$ cat src/rtl/handshake_ctrl_rr_merge.sv
// Round-robin merge of NUM_INPUTS control tokens onto one registered output channel.
// The output carries the index of the requester whose token is held.
module handshake_ctrl_rr_merge #(
    parameter int NUM_INPUTS  = 4,
    parameter int INDEX_WIDTH = 2
) (
    input  logic                   clk,
    input  logic                   rst,
    input  logic [NUM_INPUTS-1:0]  ins_valid,
    output logic [NUM_INPUTS-1:0]  ins_ready,
    output logic [INDEX_WIDTH-1:0] outs,
    output logic                   outs_valid,
    input  logic                   outs_ready
);

    localparam logic [INDEX_WIDTH-1:0] LAST_IDX = INDEX_WIDTH'(NUM_INPUTS - 1);

    logic                   out_full;
    logic [INDEX_WIDTH-1:0] out_idx;
    logic [INDEX_WIDTH-1:0] ptr;
    logic                   load;
    logic                   found;
    logic [INDEX_WIDTH-1:0] win;
    logic                   accept;
    logic [INDEX_WIDTH-1:0] ptr_next;

    // Reset gates load so no requester sees a grant while rst is low.
    assign load = rst & (~out_full | outs_ready);

    // Two passes give the rotated search: ptr..N-1 first, then 0..ptr-1.
    always_comb begin
        found = 1'b0;
        win   = '0;
        for (int j = 0; j < NUM_INPUTS; j++) begin
            if (!found && ins_valid[j] && (INDEX_WIDTH'(j) >= ptr)) begin
                found = 1'b1;
                win   = INDEX_WIDTH'(j);
            end
        end
        for (int j = 0; j < NUM_INPUTS; j++) begin
            if (!found && ins_valid[j] && (INDEX_WIDTH'(j) < ptr)) begin
                found = 1'b1;
                win   = INDEX_WIDTH'(j);
            end
        end
    end

    always_comb begin
        ins_ready = '0;
        for (int j = 0; j < NUM_INPUTS; j++) begin
            ins_ready[j] = load & found & (win == INDEX_WIDTH'(j));
        end
    end

    assign accept   = load & found;
    assign ptr_next = (win == LAST_IDX) ? '0 : win + 1'b1;

    always_ff @(posedge clk or negedge rst) begin
        if (!rst) begin
            out_full <= 1'b0;
            out_idx  <= '0;
            ptr      <= '0;
        end else if (accept) begin
            out_full <= 1'b1;
            out_idx  <= win;
            ptr      <= ptr_next;
        end else if (outs_ready) begin
            out_full <= 1'b0;
        end
    end

    assign outs       = out_idx;
    assign outs_valid = out_full;

endmodule

$ cat config.mk
export PLATFORM = sky130hd
export DESIGN_NAME = handshake_ctrl_rr_merge
export DESIGN_NICKNAME = d
export VERILOG_FILES = /design/src/rtl/handshake_ctrl_rr_merge.sv
export SDC_FILE = /design/constraint.sdc
export NUM_CORES = 1
export LEC_CHECK = 0
export ABC_AREA = 1
export BUFFER_PORTS_ARGS = -buffer_cell sky130_fd_sc_hd__buf_2
export CAP_MARGIN = 15
export CORE_AREA = 2 2 39 41
export CTS_BUF_LIST = sky130_fd_sc_hd__clkbuf_4 sky130_fd_sc_hd__clkbuf_8 sky130_fd_sc_hd__clkbuf_16
export CTS_CLUSTER_SIZE = 24
export DETAILED_ROUTE_END_ITERATION = 8
export DIE_AREA = 0 0 41 43
export SLEW_MARGIN = 40
export SYNTH_ARGS = -nofsm -noshare
export SYNTH_HDL_FRONTEND = slang
export SYNTH_SLANG_ARGS = --single-unit
$ cat constraint.sdc
create_clock -name clk -period 1.7 [get_ports clk]
set_clock_uncertainty 0.1 [all_clocks]
set_input_delay 0.425 -clock clk [delete_from_list [all_inputs] [get_ports clk]]
set_output_delay 0.425 -clock clk [all_outputs]
set_load 0.005 [all_outputs]
# --- Word-level counts from Yosys, hierarchy flattened ---
# Cells that the tools add are included.
word_totals:
  romBits: 0
  n_memories: 0
  reg_bits: 5
  latchBits: 0
  output_inout_bits: 7
  word_cells: 65
  input_bits: 7
  ram_bits: 0
classes:
  shift: 0
  multipliers: 0
  add_sub_neg: 1
  n_lt_le_gt_ge: 8
  bitwise: 8
  muxes: 18
  n_eq_ne: 3
  reduce_logical: 24
  n_div: 0
ops:
  columns: ["operator", "n"]
  rows:
  - ["$logic_and 1x1->1", 15]
  - ["$mux 2", 7]
  - ["$mux 1", 11]
  - ["$logic_not 1->1", 7]
  - ["$and 1x1->1", 6]
  - ["$eq 2x2->1 const B", 2]
  - ["$ge 1x2->1 const A", 2]
  - ["$ge 2x2->1 const A", 2]
  - ["$lt 1x2->1 const A", 2]
  - ["$lt 2x2->1 const A", 2]
  - ["$add 2x1->2 const B", 1]
  - ["$eq 2x1->1 const B", 1]
  - ["$logic_not 2->1", 1]
  - ["$reduce_bool 2->1", 1]
  - ["$not 1->1", 1]
  - ["$or 1x1->1", 1]

# --- Depth between registers and ports, before layout ---
# Gate-level depths: netlist of the first run.
logic_depth:
  word_depth: 33
  ltp_mapped: 10
  mapped_depth_nobuf: 10

# --- Worst setup path before layout of the first run ---
# No wires, ideal clock.
synth_timing:
  kind: "reg2out"
  start: "register ptr[1]"
  end: "output port ins_ready[2]"
  path_buffers: 0
  required_ns: 1.175
  path_stages_with_launch: 11
  setup_slack_ns: -0.078
  arrival_time_ns: 1.253
  cell_sequence: "dfrtp_1 > nor2_1 > nand2_1 > nand2_1 > nor2_2 > nand3_1 > nand2_1 > inv_1 > ha_1 > inv_1 > nor2_1"
synth_via:
  elab_chain_len: 33
  word_cells_on_any_way: 48
  cone_classes: "order compare (8); eq/ne (1); mux (15); bitwise (2); reduce/logical (22)"
synth_lines:
  columns: ["item", "line_no", "rtl"]
  rows:
  - ["start, declared", "20", "logic [INDEX_WIDTH-1:0] ptr;"]
  - ["start signal, assigned", "66", "ptr <= ptr_next;"]
  - ["$ge 1x2->1", "35", "if (!found && ins_valid[j] && (INDEX_WIDTH'(j) >= ptr)) begin"]
  - ["$logic_and 1x1->1", "35", null]
  - ["$mux 1", "35", null]
  - ["$logic_not 1->1", "35", null]
  - ["$logic_and 1x1->1 (2 in a row)", "35", null]
  - ["$mux 1", "35", null]
  - ["$logic_not 1->1", "35", null]
  - ["$logic_and 1x1->1 (2 in a row)", "35", null]
  - ["[... 14 more ...]", null, null]
  - ["$logic_and 1x1->1 (2 in a row)", "41", "if (!found && ins_valid[j] && (INDEX_WIDTH'(j) < ptr)) begin"]
  - ["$mux 1", "41", null]
  - ["$logic_not 1->1", "41", null]
  - ["$logic_and 1x1->1 (2 in a row)", "41", null]
  - ["$mux 2 *", "41", null]
  - ["via win[0]", "23", "logic [INDEX_WIDTH-1:0] win;"]
  - ["$eq 2x2->1 *", "51", "ins_ready[j] = load & found & (win == INDEX_WIDTH'(j));"]
  - ["$and 1x1->1 *", "51", null]
  - ["end, declared", "10", "output logic [NUM_INPUTS-1:0] ins_ready,"]
# The timed path passes the listed nets; every way through them passes the cells marked *.

# --- Worst setup path in the final report of the first run ---
layout_timing:
  start: "register ptr[1]"
  end: "output port ins_ready[0]"
layout_via:
  elab_chain_len: 33
  word_cells_on_any_way: 48
  cone_classes: "order compare (8); mux (15); bitwise (2); reduce/logical (23)"
layout_lines:
  columns: ["item", "line_no"]
  rows:
  - ["$ge 1x2->1", "35"]
  - ["$logic_and 1x1->1", "35"]
  - ["$mux 1", "35"]
  - ["$logic_not 1->1", "35"]
  - ["$logic_and 1x1->1 (2 in a row)", "35"]
  - ["$mux 1", "35"]
  - ["$logic_not 1->1", "35"]
  - ["$logic_and 1x1->1 (2 in a row)", "35"]
  - ["[... 14 more ...]", null]
  - ["$logic_and 1x1->1 (2 in a row)", "41"]
  - ["$mux 1", "41"]
  - ["$logic_not 1->1", "41"]
  - ["$logic_and 1x1->1 (2 in a row)", "41"]
  - ["$mux 2 *", "41"]
  - ["via win[0]", "23"]
  - ["$logic_not 2->1 *", "51"]
  - ["$and 1x1->1 *", "51"]
# Marked as above.

==> summary.txt, run 1 <==
Status -> finished, violations left
Failing checks -> negative setup slack
Placed Area -> 583.1 um2
GRT Total Usage -> 13.13%
Seq pwr share -> 23.4%
Met3 usage -> 1.571%
Final setup vio count -> 6
Total power -> 0.9309 mW
Largest net degree at the start of global routing -> 8
CTS tree -> built
Final Cycle Share -> 126.9%
Placed insts -> 101
Synth warn -> 0
Initial cell density of the core -> 29.02%
Worst Hold Class -> input pin to register
Switching fraction of total power -> 40.46%
Share of post-route cells with drive strength above 1 -> 63.54%
Static leakage -> 0.4144 nW
Die H -> 43 um
Worst reg2reg setup slack -> -0.01 ns
WP data arrival -> 1.63 ns
Area grow syn2layout -> 82.55%
Fin Hold WS -> 0.3338 ns
Core ar. -> 1384 um2
CP required -> 1.17 ns
Netlist cell types -> 13
Worst IR Drop VDD -> 0.6270 mV
Mapped Cells -> 60
Post-DRT Antenna Nets -> 0
Mapped Nets -> 71
Combinational Power Share -> 59.9%
Drc violations -> 0
Worst Path Max Fanout -> 5
Most frequent cells in the layout -> buf_4 (19), buf_2 (13), nand2_1 (12), inv_1 (9), nand2_2 (7)
CTS clk-pin slew, worst paths -> 0.05 ns
Bufs on Longest Clock Path -> 2
Worst setup path endpoint -> ins_ready[0]
Met2 usage -> 21.25%
Grt ovf -> 0
Post-detail-place hpwl -> 708.6 um
Root Driver -> clkbuf_4
CTS Sinks -> 5
Critical path launch point type -> register
Vias in the first global route -> 381
CP Launch Point -> ptr[1]
Final net count -> 108
DR pass1 iterations -> 2
Pwr dens -> 1270 nW/um2
WL final -> 1.113 mm
RSZ-0062 raised after global routing -> yes
Initial DRC count -> 5
Die Wd -> 41 um
Mapped Avg Cell Area -> 6.694 um2
Final worst slack -> -0.4565 ns
Min Clock Period, post-route -> 2.157 ns
Slew Viols, Final -> 0
P_int -> 0.5542 mW
CTS Buf Count -> 3
Worst Max-Slew Pin Slew -> 0.3992 ns
FILL cells -> 139
Net Sw Power -> 0.3767 mW
Setup crit end kind -> output port
Rows -> 14
FMAX -> 463.7 MHz
CTS H-Tree Depth -> 1
Reg2reg start -> ptr[1]
Max cap viols -> 0
Die footprint -> 1763 um2
Reg2reg end -> outs[1]
Via count -> 465
First-pass GRT wire length -> 1.559 mm
Most used routing layer -> met2
Yosys reg bits -> 5
Ports -> 14
Mapped Area -> 401.6 um2
Met1 usage -> 16.39%
Skew-Pair Late Insertion Delay -> 0.24 ns
Most common cell after layout, fill and taps aside -> buf_4
Ant diodes -> 0
Final Instance Count excl. Fillers -> 112
GPL Wtd Cong -> 0.7242
Finished Cell Area -> 733.2 um2
DR vias/cell -> 4.152
Clock network fraction of total power -> 16.7%
Sequential area share after synthesis -> 31.15%
Initial antenna violation count -> 0
CP Class -> register to output port
Slew HR -> 73.15%
Wire per inst -> 9.938 um
Port bufs -> 13
R2r worst-path depth -> 12
Final hold vios -> 0
power by group through the flow:
stage | Sequential (mW) | Combinational (mW) | Clock, mW
3_3_place_gp | 0.202 | 0.406 | 0
2_1_floorplan | 0.199 | 0.237 | 0
4_1_cts | 0.204 | 0.500 | 0.162
6_report | 0.218 | 0.557 | 0.155
5_1_grt | 0.228 | 0.621 | 0.164
3_5_place_dp | 0.204 | 0.412 | 0
synthesized netlist by cell type:
master | n | area [um2]
nand3_1 | 5 | 25.02
nand2_2 | 3 | 18.77
dfrtp_1 | 5 | 125.1
a21oi_1 | 1 | 5.000
buf_6 | 1 | 11.26
inv_1 | 12 | 45.04
ha_1 | 4 | 50.05
nand2_1 | 19 | 71.32
o21ai_2 | 1 | 8.760
nor2_2 | 1 | 6.260
o21ai_1 | 1 | 5.000
a21boi_0 | 1 | 7.510
nor2_1 | 6 | 22.52
per-stage QoR:
step           utilization (%)  TNS, ns  worst slack [ns]
2_1_floorplan                -  -0.1006          -0.02598
3_3_place_gp             42.13   -1.041           -0.2597
3_5_place_dp             42.13   -1.133           -0.2837
4_1_cts                  48.73   -1.790           -0.4565
5_1_grt                  52.98   -2.794           -0.5771
6_report                 52.98   -1.814           -0.4565
timing repair:
action / 4_1_cts / 5_1_grt
hold buffers: 1 / 0
buffers inserted: 3 / 3
endpoints found under the setup margin: 5 / 8
pin swaps: 9 / 8
endpoints found under the hold margin: 5 / 0
resized for setup: 9 / 11
flip-flops by register name (all words and copies together), names as in the netlist:
signal and flops:
outs 2, outs_valid 1, ptr 2
area by class of cell:
class	instances	area, um2	share of cell area [%]
Multi-Input combinational cell	42	294.0	40.10
Timing Repair Buffer	33	217.7	29.69
Sequential cell	5	126.4	17.24
Inverter	12	45.04	6.143
Clock buffer	4	30.03	4.096
Tap cell	16	20.02	2.730
worst min path at each step:
stage | start | endpoint | slack, ns | depth (start not counted)
final | outs_ready | outs_valid | 0.33 | 4
after global routing | outs_ready | outs_valid | 0.36 | 4
after floorplan | rst | outs[0] | 0.03 | 0
after CTS | outs_ready | outs_valid | 0.32 | 4
after global placement | rst | outs[1] | 0.23 | 2
after detailed placement | rst | outs_valid | 0.23 | 2
metal layers:
metal	vias to the layer above	part of all wire [%]
li1	249	-
met1	206	43
met2	10	52
met3	0	5.0
met4	0	0
met5	-	0
kinds of logic (layout without fill, tap and decap cells):
group / after synthesis / count (layout) / share of synthesized area [%]
AOI/OAI and AO/OA: 4 / 4 / 6.541
adders and majority gates: 4 / 4 / 12.46
buffers and inverters: 13 / 49 / 14.02
DFF: 5 / 5 / 31.15
and+or+nand+nor: 34 / 34 / 35.83
worst max-delay path, cell delays in order (launching register included):
cell and delay (ns):
dfrtp_2 0.42, nand2_2 0.06, nand2_2 0.10, nand2_4 0.07, nor2_4 0.14, nand3_2 0.09, nand2_2 0.11, inv_2 0.05
ha_2 0.17, inv_1 0.04, nor2_1 0.03, buf_2 0.12
No activity file was read; power rests on OpenSTA's default activity.
==> inputs of run 2 (changes only) <==
--- a/config.mk
+++ b/config.mk
@@ -8,11 +8,15 @@
 export ABC_AREA = 1
 export BUFFER_PORTS_ARGS = -buffer_cell sky130_fd_sc_hd__buf_2
 export CAP_MARGIN = 15
-export CORE_AREA = 2 2 39 41
+export CELL_PAD_IN_SITES_DETAIL_PLACEMENT = 1
+export CELL_PAD_IN_SITES_GLOBAL_PLACEMENT = 2
+export CORE_MARGIN = 2
+export CORE_UTILIZATION = 21
 export CTS_BUF_LIST = sky130_fd_sc_hd__clkbuf_4 sky130_fd_sc_hd__clkbuf_8 sky130_fd_sc_hd__clkbuf_16
 export CTS_CLUSTER_SIZE = 24
 export DETAILED_ROUTE_END_ITERATION = 8
-export DIE_AREA = 0 0 41 43
+export HOLD_SLACK_MARGIN = 0.15
+export PLACE_DENSITY_LB_ADDON = 0.1
 export SLEW_MARGIN = 40
 export SYNTH_ARGS = -nofsm -noshare
 export SYNTH_HDL_FRONTEND = slang
==> summary.txt, run 2 (synthesis gave the netlist of run 1 again) <==
Worst Path Max Fanout -> 5 (unchanged)
Initial DRC count -> 2 (-3)
Ant diodes -> 0 (unchanged)
Status -> finished, violations left
Vias in the first global route -> 497 (+30%)
Core Util, Final -> 43.90% (-9.1 points)
Slew Viols, Final -> 0 (unchanged)
RSZ-0062 raised after global routing -> yes
Final worst slack -> -0.5488 ns (-0.09225 ns)
Pwr dens -> 1270 nW/um2 (about the same)
Root Driver -> clkbuf_4
Fin Hold WS -> 0.3238 ns (-0.01004 ns)
Max cap viols -> 0 (unchanged)
WP data arrival -> 1.72 ns (+0.09 ns)
Met3 usage -> 4.528% (+3.0 points)
CTS clk-pin slew, worst paths -> 0.04 ns (about the same)
Area grow syn2layout -> 92.84%
Initial cell density of the core -> 22.77% (-6.3 points)
Via count -> 493 (+6.0%)
Most used routing layer -> met2
Slew HR -> 82.76% (+9.6 points)
Bufs on Longest Clock Path -> 2 (unchanged)
Setup crit end kind -> output port
Met2 usage -> 20.80% (-0.45 points)
Post-detail-place hpwl -> 869 um (+23%)
Most common cell after layout, fill and taps aside -> buf_4
Die H -> 47.73 um (+11%)
Final net count -> 110 (+1.9%)
DR vias/cell -> 4.008 (-3.5%)
Post-DRT Antenna Nets -> 0 (unchanged)
Failing checks -> negative setup slack
Core ar. -> 1764 um2 (+27%)
Rows -> 15 (+1)
Share of post-route cells with drive strength above 1 -> 62.24% (-1.3 points)
Wire per inst -> 10.16 um (+2.3%)
Worst Hold Class -> input pin to register
Most frequent cells in the layout -> buf_4 (18), nand2_1 (14), buf_2 (13), inv_1 (8), nand2_2 (6)
CTS H-Tree Depth -> 1 (unchanged)
WL final -> 1.250 mm (+12%)
Grt ovf -> 0 (unchanged)
Die Wd -> 47.73 um (+16%)
CTS Sinks -> 5 (unchanged)
GRT Total Usage -> 11.89% (-1.2 points)
Final hold vios -> 0 (unchanged)
DR pass1 iterations -> 3 (+1)
FMAX -> 444.7 MHz (-4.1%)
Skew-Pair Late Insertion Delay -> 0.24 ns (about the same)
Ports -> 14 (unchanged)
Drc violations -> 0 (unchanged)
Die footprint -> 2278 um2 (+29%)
Largest net degree at the start of global routing -> 9 (+1)
GPL Wtd Cong -> 0.7315 (+1.0%)
CP Class -> register to output port
Static leakage -> 0.4238 nW (+2.3%)
Setup_tns -> -2.746 ns (-0.9321 ns)
First-pass GRT wire length -> 1.849 mm (+19%)
Critical path launch point type -> register
Port bufs -> 13 (unchanged)
CTS tree -> built
CTS Buf Count -> 3 (unchanged)
Initial antenna violation count -> 0 (unchanged)
Final Cycle Share -> 132.3% (+5.4 points)
Met1 usage -> 12.76% (-3.6 points)
Final setup vio count -> 9 (+3)
CP required -> 1.17 ns (about the same)
Worst IR Drop VDD -> 0.6191 mV (-1.3%)
Min Clock Period, post-route -> 2.249 ns (+0.09225 ns)
Worst Max-Slew Pin Slew -> 0.2563 ns (-0.1429 ns)
[run 2: cell count changes in the layout (fill, tap and decap cells not counted), sizes merged]
| cell | before | now |
|---|---|---|
| buf | 32 | 34 |
[run 2: path summary, 6_finish.rpt]
check                            from      endpoint  slack [ns]  depth (start not counted)
max                            ptr[1]  ins_ready[0]       -0.55                         11
min                        outs_ready    outs_valid        0.32                          4
max reg2reg                    ptr[1]       outs[1]       -0.18                         13
min reg2reg                   outs[1]       outs[1]        0.38                          2
max in group asynchronous         rst       outs[0]        0.87                          3
min in group asynchronous         rst    outs_valid        0.53                          3
[run 2: final cells by class]
type	count	area, um2
well taps	25	31.28
repair buffers	35	244.0
clock buffers	4	30.03
flip-flops and latches	5	125.1
multi-input cells	42	296.5
inverters	12	47.55
fillers	245	989.7
[run 2: repair_timing]
item	4_1_cts	5_1_grt
hold buffers	1	0
pin swaps	9	14
endpoints found under the setup margin	7	9
hold endpoints to repair	5	0
resized for setup	7	15
setup buffers	4	5
[run 2: where the power goes]
group / internal (mW) / switching (mW)
logic: 0.324 / 0.303
clock network: 0.105 / 0.0477
registers: 0.166 / 0.0377
total: 0.595 / 0.389
[run 2: per-stage QoR]
| step | total power [mW] | setup slack, ns | area [um2] | cells |
|---|---|---|---|---|
| final | 0.9835 | -0.5488 | 774.5 | 123 |
| after global routing | 1.080 | -0.6748 | 774.5 | 123 |
| after CTS | 0.8931 | -0.5217 | 688.2 | 119 |
| after detailed placement | 0.6514 | -0.3384 | 594.3 | 110 |
| after global placement | 0.6412 | -0.3223 | 594.3 | 110 |
| after floorplan | 0.4361 | -0.02598 | 411.6 | 60 |
[run 2: metal layers]
layer  wire (um)  share of wire [%]
met1         502                 40
met2         682                 55
met3          51                4.1
met4          13                1.0
met5           0                  0
[run 2: critical path: stages, from the launching register on]
cell	delay [ns]
dfrtp_1	0.41
nand2_1	0.10
nand2_2	0.09
nand2_2	0.08
nor2_4	0.16
nand3_4	0.10
nand2_4	0.12
inv_4	0.05
ha_2	0.17
inv_1	0.05
nor2_1	0.03
buf_2	0.12
